--- src/rtl/pipe_pkg.sv ---
// pipe_pkg
// Shared definitions for the generic pipeline stage register.
//   state_e : occupancy state of a stage. The encoding is chosen so that
//             the state value is also the number of held entries.
//   STAT_W  : width of the optional statistics counters.
package pipe_pkg;

  typedef enum logic [1:0] {
    ST_EMPTY = 2'b00,
    ST_ONE   = 2'b01,
    ST_FULL  = 2'b10
  } state_e;

  localparam int STAT_W = 32;

endpackage

--- src/rtl/pipe_sat_counter.sv ---
// pipe_sat_counter
// Free-running event counter that stops at its all-ones value instead of
// wrapping, so a long-running statistic never reads back as small.
// Ports:
//   clk   in  1  clock
//   rst   in  1  synchronous active-high reset, clears the count
//   inc   in  1  count one event this cycle
//   count out W  current count
module pipe_sat_counter
  import pipe_pkg::*;
#(
  parameter int W = STAT_W
) (
  input  logic         clk,
  input  logic         rst,
  input  logic         inc,
  output logic [W-1:0] count
);

  logic [W-1:0] cnt_q;
  logic [W-1:0] cnt_d;

  always_comb begin
    cnt_d = cnt_q;
    if (inc && (cnt_q != {W{1'b1}})) begin
      cnt_d = cnt_q + {{(W-1){1'b0}}, 1'b1};
    end
  end

  always_ff @(posedge clk) begin
    if (rst) begin
      cnt_q <= '0;
    end else begin
      cnt_q <= cnt_d;
    end
  end

  assign count = cnt_q;

endmodule

--- src/rtl/pipe_stage_reg.sv ---
// pipe_stage_reg
// Generic pipeline stage register with valid/ready handshake. Datapath
// fields travel in in_data/out_data; side-effecting control bits travel in
// in_ctrl/out_ctrl and are forced to zero whenever the stage holds a bubble,
// so an empty or flushed stage can never write a register or memory.
//
// Parameters:
//   DATA_W  datapath payload width
//   CTRL_W  control payload width
//   SKID    1 = two-entry skid buffer, in_ready decoded from state only
//           0 = single register, in_ready = out_ready | !out_valid
// Ports:
//   clk, rst            clock, synchronous active-high reset
//   flush               drop every held and incoming entry this cycle
//   in_valid/in_ready   upstream handshake
//   in_data/in_ctrl     upstream payload
//   out_valid/out_ready downstream handshake
//   out_data/out_ctrl   held payload (out_ctrl is 0 when out_valid is 0)
//   occupancy           number of held entries, 0..2
// Optional build macro PIPE_STAGE_STATS_EN adds:
//   stall_cnt  cycles with out_valid & !out_ready (saturating)
//   flush_cnt  cycles in which flush discarded a held valid entry (saturating)
module pipe_stage_reg
  import pipe_pkg::*;
#(
  parameter int DATA_W = 32,
  parameter int CTRL_W = 8,
  parameter int SKID   = 1
) (
  input  logic              clk,
  input  logic              rst,
  input  logic              flush,
  input  logic              in_valid,
  output logic              in_ready,
  input  logic [DATA_W-1:0] in_data,
  input  logic [CTRL_W-1:0] in_ctrl,
  output logic              out_valid,
  input  logic              out_ready,
  output logic [DATA_W-1:0] out_data,
  output logic [CTRL_W-1:0] out_ctrl,
`ifdef PIPE_STAGE_STATS_EN
  output logic [STAT_W-1:0] stall_cnt,
  output logic [STAT_W-1:0] flush_cnt,
`endif
  output logic [1:0]        occupancy
);

  state_e            state_q, state_d;
  logic [DATA_W-1:0] main_data_q, main_data_d;
  logic [CTRL_W-1:0] main_ctrl_q, main_ctrl_d;
  logic [DATA_W-1:0] skid_data_q, skid_data_d;
  logic [CTRL_W-1:0] skid_ctrl_q, skid_ctrl_d;

  logic xfer_in;
  logic xfer_out;

  assign out_valid = (state_q != ST_EMPTY);

  // With the skid entry, in_ready depends only on the state flop, which
  // breaks the combinational ready chain between neighbouring stages.
  assign in_ready = (SKID != 0) ? (state_q != ST_FULL) : (out_ready | ~out_valid);

  assign xfer_in  = in_valid & in_ready & ~flush;
  assign xfer_out = out_valid & out_ready;

  // Next-state and payload steering. Control bits of any slot that becomes
  // empty are cleared so stale control can never resurface.
  always_comb begin
    state_d     = state_q;
    main_data_d = main_data_q;
    main_ctrl_d = main_ctrl_q;
    skid_data_d = skid_data_q;
    skid_ctrl_d = skid_ctrl_q;

    if (flush) begin
      // Data registers keep their stale contents; only control is cleared.
      state_d     = ST_EMPTY;
      main_ctrl_d = '0;
      skid_ctrl_d = '0;
    end else begin
      unique case (state_q)
        ST_EMPTY: begin
          if (xfer_in) begin
            state_d     = ST_ONE;
            main_data_d = in_data;
            main_ctrl_d = in_ctrl;
          end
        end
        ST_ONE: begin
          if (xfer_in && xfer_out) begin
            main_data_d = in_data;
            main_ctrl_d = in_ctrl;
          end else if (xfer_in) begin
            // Only reachable with SKID=1: without a skid, in_ready while
            // holding an entry implies the entry leaves this cycle.
            if (SKID != 0) begin
              state_d     = ST_FULL;
              skid_data_d = in_data;
              skid_ctrl_d = in_ctrl;
            end
          end else if (xfer_out) begin
            state_d     = ST_EMPTY;
            main_ctrl_d = '0;
          end
        end
        ST_FULL: begin
          // in_ready is low here, so only the downstream side can move.
          if (xfer_out) begin
            state_d     = ST_ONE;
            main_data_d = skid_data_q;
            main_ctrl_d = skid_ctrl_q;
            skid_ctrl_d = '0;
          end
        end
        default: begin
          state_d     = ST_EMPTY;
          main_ctrl_d = '0;
          skid_ctrl_d = '0;
        end
      endcase
    end
  end

  always_ff @(posedge clk) begin
    if (rst) begin
      state_q     <= ST_EMPTY;
      main_data_q <= '0;
      main_ctrl_q <= '0;
      skid_data_q <= '0;
      skid_ctrl_q <= '0;
    end else begin
      state_q     <= state_d;
      main_data_q <= main_data_d;
      main_ctrl_q <= main_ctrl_d;
      skid_data_q <= skid_data_d;
      skid_ctrl_q <= skid_ctrl_d;
    end
  end

  assign out_data = main_data_q;
  // Belt and braces: the bubble rule holds even if a ctrl flop were stale.
  assign out_ctrl = out_valid ? main_ctrl_q : '0;
  // The state encoding equals the entry count.
  assign occupancy = state_q;

`ifdef PIPE_STAGE_STATS_EN
  logic stall_inc;
  logic flush_inc;

  assign stall_inc = out_valid & ~out_ready;
  // A flush only discards something if an entry would otherwise remain:
  // FULL always keeps one, ONE keeps its entry unless it leaves this cycle.
  assign flush_inc = flush & ((state_q == ST_FULL) | ((state_q == ST_ONE) & ~out_ready));

  pipe_sat_counter #(.W(STAT_W)) u_stall_cnt (
    .clk   (clk),
    .rst   (rst),
    .inc   (stall_inc),
    .count (stall_cnt)
  );

  pipe_sat_counter #(.W(STAT_W)) u_flush_cnt (
    .clk   (clk),
    .rst   (rst),
    .inc   (flush_inc),
    .count (flush_cnt)
  );
`endif

endmodule
--- config.mk ---
export PLATFORM = sky130hd
export DESIGN_NAME = pipe_stage_reg
export DESIGN_NICKNAME = d
export VERILOG_FILES = /design/src/rtl/pipe_pkg.sv /design/src/rtl/pipe_sat_counter.sv /design/src/rtl/pipe_stage_reg.sv
export SDC_FILE = /design/constraint.sdc
export NUM_CORES = 1
export LEC_CHECK = 0
export BUFFER_PORTS_ARGS = -buffer_cell sky130_fd_sc_hd__buf_2
export CAP_MARGIN = 20
export CELL_PAD_IN_SITES_DETAIL_PLACEMENT = 1
export CELL_PAD_IN_SITES_GLOBAL_PLACEMENT = 1
export CORE_MARGIN = 2
export CORE_UTILIZATION = 40
export CTS_CLUSTER_DIAMETER = 30
export CTS_CLUSTER_SIZE = 10
export DETAILED_ROUTE_END_ITERATION = 8
export HOLD_SLACK_MARGIN = 0.02
export PLACE_DENSITY_LB_ADDON = 0.1
export SETUP_SLACK_MARGIN = 0.5
export SKIP_CTS_REPAIR_TIMING = 1
export SYNTH_ARGS = -nofsm -noshare
export SYNTH_HDL_FRONTEND = slang
export SYNTH_SLANG_ARGS = --single-unit
--- constraint.sdc ---
create_clock -name clk -period 3.8 [get_ports clk]
set_clock_uncertainty 0.1 [all_clocks]
set_input_delay 0.76 -clock clk [delete_from_list [all_inputs] [get_ports clk]]
set_output_delay 0.76 -clock clk [all_outputs]
set_load 0.005 [all_outputs]
# Word level (Yosys, flattened, before mapping)
# Cells that the tools add are included.
dict set report op_classes {
  eq_ne 11
  muxes 19
  reduce_logical 10
  n_bitwise 6
}
# cell count
set op_table {}
lappend op_table {{$mux 32} 3}
lappend op_table {{$pmux 32 s3} 1}
lappend op_table {{$mux 8} 7}
lappend op_table {{$pmux 8 s3} 2}
lappend op_table {{$reduce_and 4->1} 4}
lappend op_table {{$ne 2x2->1 const B} 6}
lappend op_table {{$mux 2} 5}
lappend op_table {{$ne 3x3->1 const B} 3}
lappend op_table {{$pmux 2 s3} 1}
lappend op_table {{$reduce_and 5->1} 1}
lappend op_table {{$and 1x1->1} 3}
lappend op_table {{$not 1->1} 3}
lappend op_table {{$reduce_bool 3->1} 1}
lappend op_table {{$eq 2x1->1 const B} 1}
lappend op_table {{$eq 2x2->1 const B} 1}
lappend op_table {{$logic_not 2->1} 1}
lappend op_table {{$reduce_bool 2->1} 1}
lappend op_table {{$reduce_or 2->1} 1}
lappend op_table {{$logic_and 1x1->1} 1}
dict set report word_totals {
  output_inout_bits 44
  ff_bits 82
  elab_cells 51
  in_bits 45
}

# Depth between registers and ports, before layout
dict set report depth {
  word_depth 6
  ltp_mapped 7
  mapped_depth_nobuf 4
}

# Worst setup path after synthesis
# Ideal clock, no wire load.
dict set report synth_timing {
  path_type {input -> register}
  startpoint {input port out_ready}
  endpoint {register main_data_q[10] (netlist: out_data[10])}
  required_ns 3.630
  path_stages 6
  t_arrival_ns 1.821
  path_buffers 2
  slack_ns 1.809
  setup_ns 0.070
  cell_sequence {buf_2 -> nor2b_1 -> o21a_4 -> buf_2 -> or3_1 -> a21oi_1}
}
dict set report synth_between {
  elab_chain_cells 4
  word_cells_on_any_way 5
  classes_between {eq/ne (2); bitwise (1); reduce/logical (2)}
}
# element line_no
set synth_rtl {}
lappend synth_rtl {{start, declared} pipe_stage_reg.sv:38} ;# input logic out_ready,
lappend synth_rtl {{$and 1x1->1 (*)} pipe_stage_reg.sv:64} ;# assign xfer_out = out_valid & out_ready;
lappend synth_rtl {{$logic_and 1x1->1} pipe_stage_reg.sv:90} ;# if (xfer_in && xfer_out) begin
lappend synth_rtl {{$ne 2x2->1 (no line)} --}
lappend synth_rtl {{$reduce_and 5->1 (no line) (*)} --}
lappend synth_rtl {{end signal, assigned} pipe_stage_reg.sv:133} ;# main_data_q <= main_data_d;
lappend synth_rtl {{end, declared} pipe_stage_reg.sv:49} ;# logic [DATA_W-1:0] main_data_q, main_data_d;
# Mark *: on every way between the ends. The rest lies on a longest branch, timed or not.
# A chain may end at the register's enable or synchronous reset.

# Worst setup path in the final report
dict set report layout_timing {
  startpoint {register state_q[0] (netlist: occupancy[0])}
  endpoint {output port in_ready}
}
dict set report layout_between {
  elab_chain_cells 1
}
# element line_no
set layout_rtl {}
lappend layout_rtl {{start, declared} pipe_stage_reg.sv:48} ;# state_e state_q, state_d;
lappend layout_rtl {{start signal, assigned} pipe_stage_reg.sv:132} ;# state_q <= state_d;
lappend layout_rtl {{$ne 2x2->1} pipe_stage_reg.sv:61} ;# assign in_ready = (SKID != 0) ? (state_q != ST_FULL) : (out_ready | ~out_valid);
lappend layout_rtl {{end, declared} pipe_stage_reg.sv:34} ;# output logic in_ready,
# No other way between the ends.

==> results.yml <==
setup_path:
  worst-setup-path-type: "flip-flop to output port"
  start_kind: "flip-flop"
  critical_path.cell_chain: "nand2b_2, buf_2"
  crit_required_ns: 2.94
  critical_path.max_stage_delay_ns: 0.72
  crit_buf_inv: 1
  end_kind: "output port"
  slowest_stage: "dfxtp_1"
  worstSetupStartpoint: "occupancy[0]$_SDFFE_PP0P_"
  r2r_slack_ns: 1.28
  path_max_fanout: 20
  r2r_start: "occupancy[0]$_SDFFE_PP0P_"
  cp_top_family: "flip-flops"
  cp.arrival_ns: 1.83
yosys:
  syn_nets: 489
  netlist_area_um2: 3740
  synth_flop_cell: "dfxtp_1"
  synth_enable_flop_cells: 0
  ys_warn_count: 0
  seq_area_frac_synth: 0.439
  synth_cell_type_count: 29
  synth-seq-cells: 82
  postSynthAreaPerCell_um2: 8.43
  ys_async_sr_fraction: 0
  syn_inst: 444
finish:
  final_cell_mix: "buf_2 (88), dfxtp_1 (82), nand2_1 (72)"
  design_area_um2: 4340
  diodes: 0
  layout_commonest_cell: "buf_2"
  final_nets: 552
  final_layout_size_suffix_gt1_frac: 0.227
  area_growth_pct: 15.9
power_and_ir_drop:
  sw_frac_of_total: 0.260
  internal_power_mw: 1.21
  p_comb_frac: 0.106
  pwr-share-clk: 0.347
  p_per_area_nw_per_um2: 377
  p_leak_nw: 1.88
  p_sw_mw: 0.425
  vdd_drop_max_mv: 0.171
  p_seq_frac: 0.547
global_routing:
  antenna_found_initial: 0
  grt_pass1_vias: 3193
  grt_max_degree: 68
  grt_pass1_wl_mm: 15.7
  track_usage: 0.193
  overflow: 0
sta:
  hold_viol: 0
  setup_viol: 0
  finalSetupTns_ns: 0
  maxSlewHeadroom: 0.444
  rsz0062_at_grt: "false"
  post-route-min-period_ns: 2.69
  tightest_slew_ns: 0.835
  post-route-period-util: 0.709
  slew_violations: 0
  fmax_mhz: 371
placement:
  port_buffers: 88
  globalplace.congestion: 0.777
  placed_area_um2: 4160
  hpwlAfterDp_mm: 6.15
die:
  die_area_um2: 10100
  ios: 89
  die_x_um: 101
  core_area_um2: 9150
  rows: 35
  die_h_um: 101
  start_util: 0.409
routing:
  drc: 0
  vias: 3241
  detail-route-antenna-nets: 0
  vias_per_cell: 5.20
  wirelength_mm: 9.52
  drt-initial-drc-count: 80
  detail_route.wl_per_cell_um: 15.3
  firstDrtPassIters: 4
clock_network:
  cts_buffers: 9
  path_clk_slew_ns: 0.08
  h-tree-depth: 3
  cts_tree: "yes"
  cts_num_sinks: 82
  worstSkewPairLatency_ns: 0.34
  clk_path_buf_depth: 2
  cts_root_buf: "clkbuf_8"
hold_path:
  hold_start: "skid_data_q[24]$_SDFFE_PP0P_"
  hold_class: "flip-flop to flip-flop"
job:
  drv_cap: 0
run_status:
  outcome: "finished, final reports clean"
worst min-delay path, cell delays in order, from the launching register on:
cell and delay [ns]:
dfxtp_1 0.31, nand2_1 0.05, a21oi_1 0.05
synthesized netlist by cell type (all sizes together) (3+ instances only):
library cell / count / area share
clkbuf: 25 / 0.025
nand2: 72 / 0.072
mux2i: 49 / 0.13
dfxtp: 82 / 0.44
a22oi: 8 / 0.016
or2: 3 / 0.0050
o21ai: 33 / 0.044
or3: 32 / 0.054
and2: 16 / 0.027
buf: 18 / 0.034
a21oi: 64 / 0.086
nor2: 18 / 0.018
o22ai: 8 / 0.013
cell families (layout without fill, tap and decap cells):
| kind of cell | count (synthesis) | count (layout) | synth area share |
|---|---|---|---|
| AOI/OAI and AO/OA | 118 | 118 | 0.172 |
| buffers and inverters | 43 | 111 | 0.0589 |
| DFF | 82 | 82 | 0.439 |
| muxes | 49 | 49 | 0.131 |
| and+or+nand+nor | 152 | 152 | 0.199 |
layout make-up:
class | instances | area (um^2)
fillers | 1142 | 4820
multi-input cells | 319 | 1890
flip-flops and latches | 82 | 1640
repair buffers | 95 | 493
clock buffers | 12 | 145
well taps | 111 | 139
clock inverters | 4 | 27.5
state kept, by name (all words and copies together), names as in the netlist:
signal       flops
main_ctrl_q      8
occupancy        2
out_data        32
skid_ctrl_q      8
skid_data_q     32
metal layers:
metal  vias up  wire length [um]  global-route usage
li1       1658                 -                   -
met1      1515              4700               0.265
met2        58              4360               0.310
met3        10               342              0.0340
met4         0               109              0.0601
met5         -                 0                   0
stage by stage:
step | util | instances | total power [mW] | worst slack [ns] | hold WS, ns
after floorplan | - | 444 | 1.02 | 1.81 | 0.336
after global placement | 0.455 | 607 | 1.08 | 1.22 | 0.341
after CTS | 0.474 | 623 | 1.66 | 1.08 | 0.358
after detailed placement | 0.455 | 607 | 1.09 | 1.20 | 0.346
final | 0.474 | 623 | 1.63 | 1.11 | 0.358
after global routing | 0.474 | 623 | 1.73 | 0.970 | 0.377
power groups by stage:
| stage | sequential [mW] | combinational [mW] | clock [mW] |
|---|---|---|---|
| floorplan | 0.912 | 0.106 | 0 |
| global placement | 0.913 | 0.172 | 0 |
| detailed placement | 0.914 | 0.175 | 0 |
| CTS | 0.894 | 0.176 | 0.588 |
| global route | 0.897 | 0.195 | 0.633 |
| finish | 0.893 | 0.173 | 0.566 |
path summary, 6_finish.rpt:
path / end / cells after the start
worst min register to register: skid_data_q[24]$_SDFFE_PP0P_ / 2
worst min-delay path: skid_data_q[24]$_SDFFE_PP0P_ / 2
worst max register to register: out_data[12]$_SDFFE_PP0P_ / 5
worst max-delay path: in_ready / 2
(Power assumes the default switching activity.)
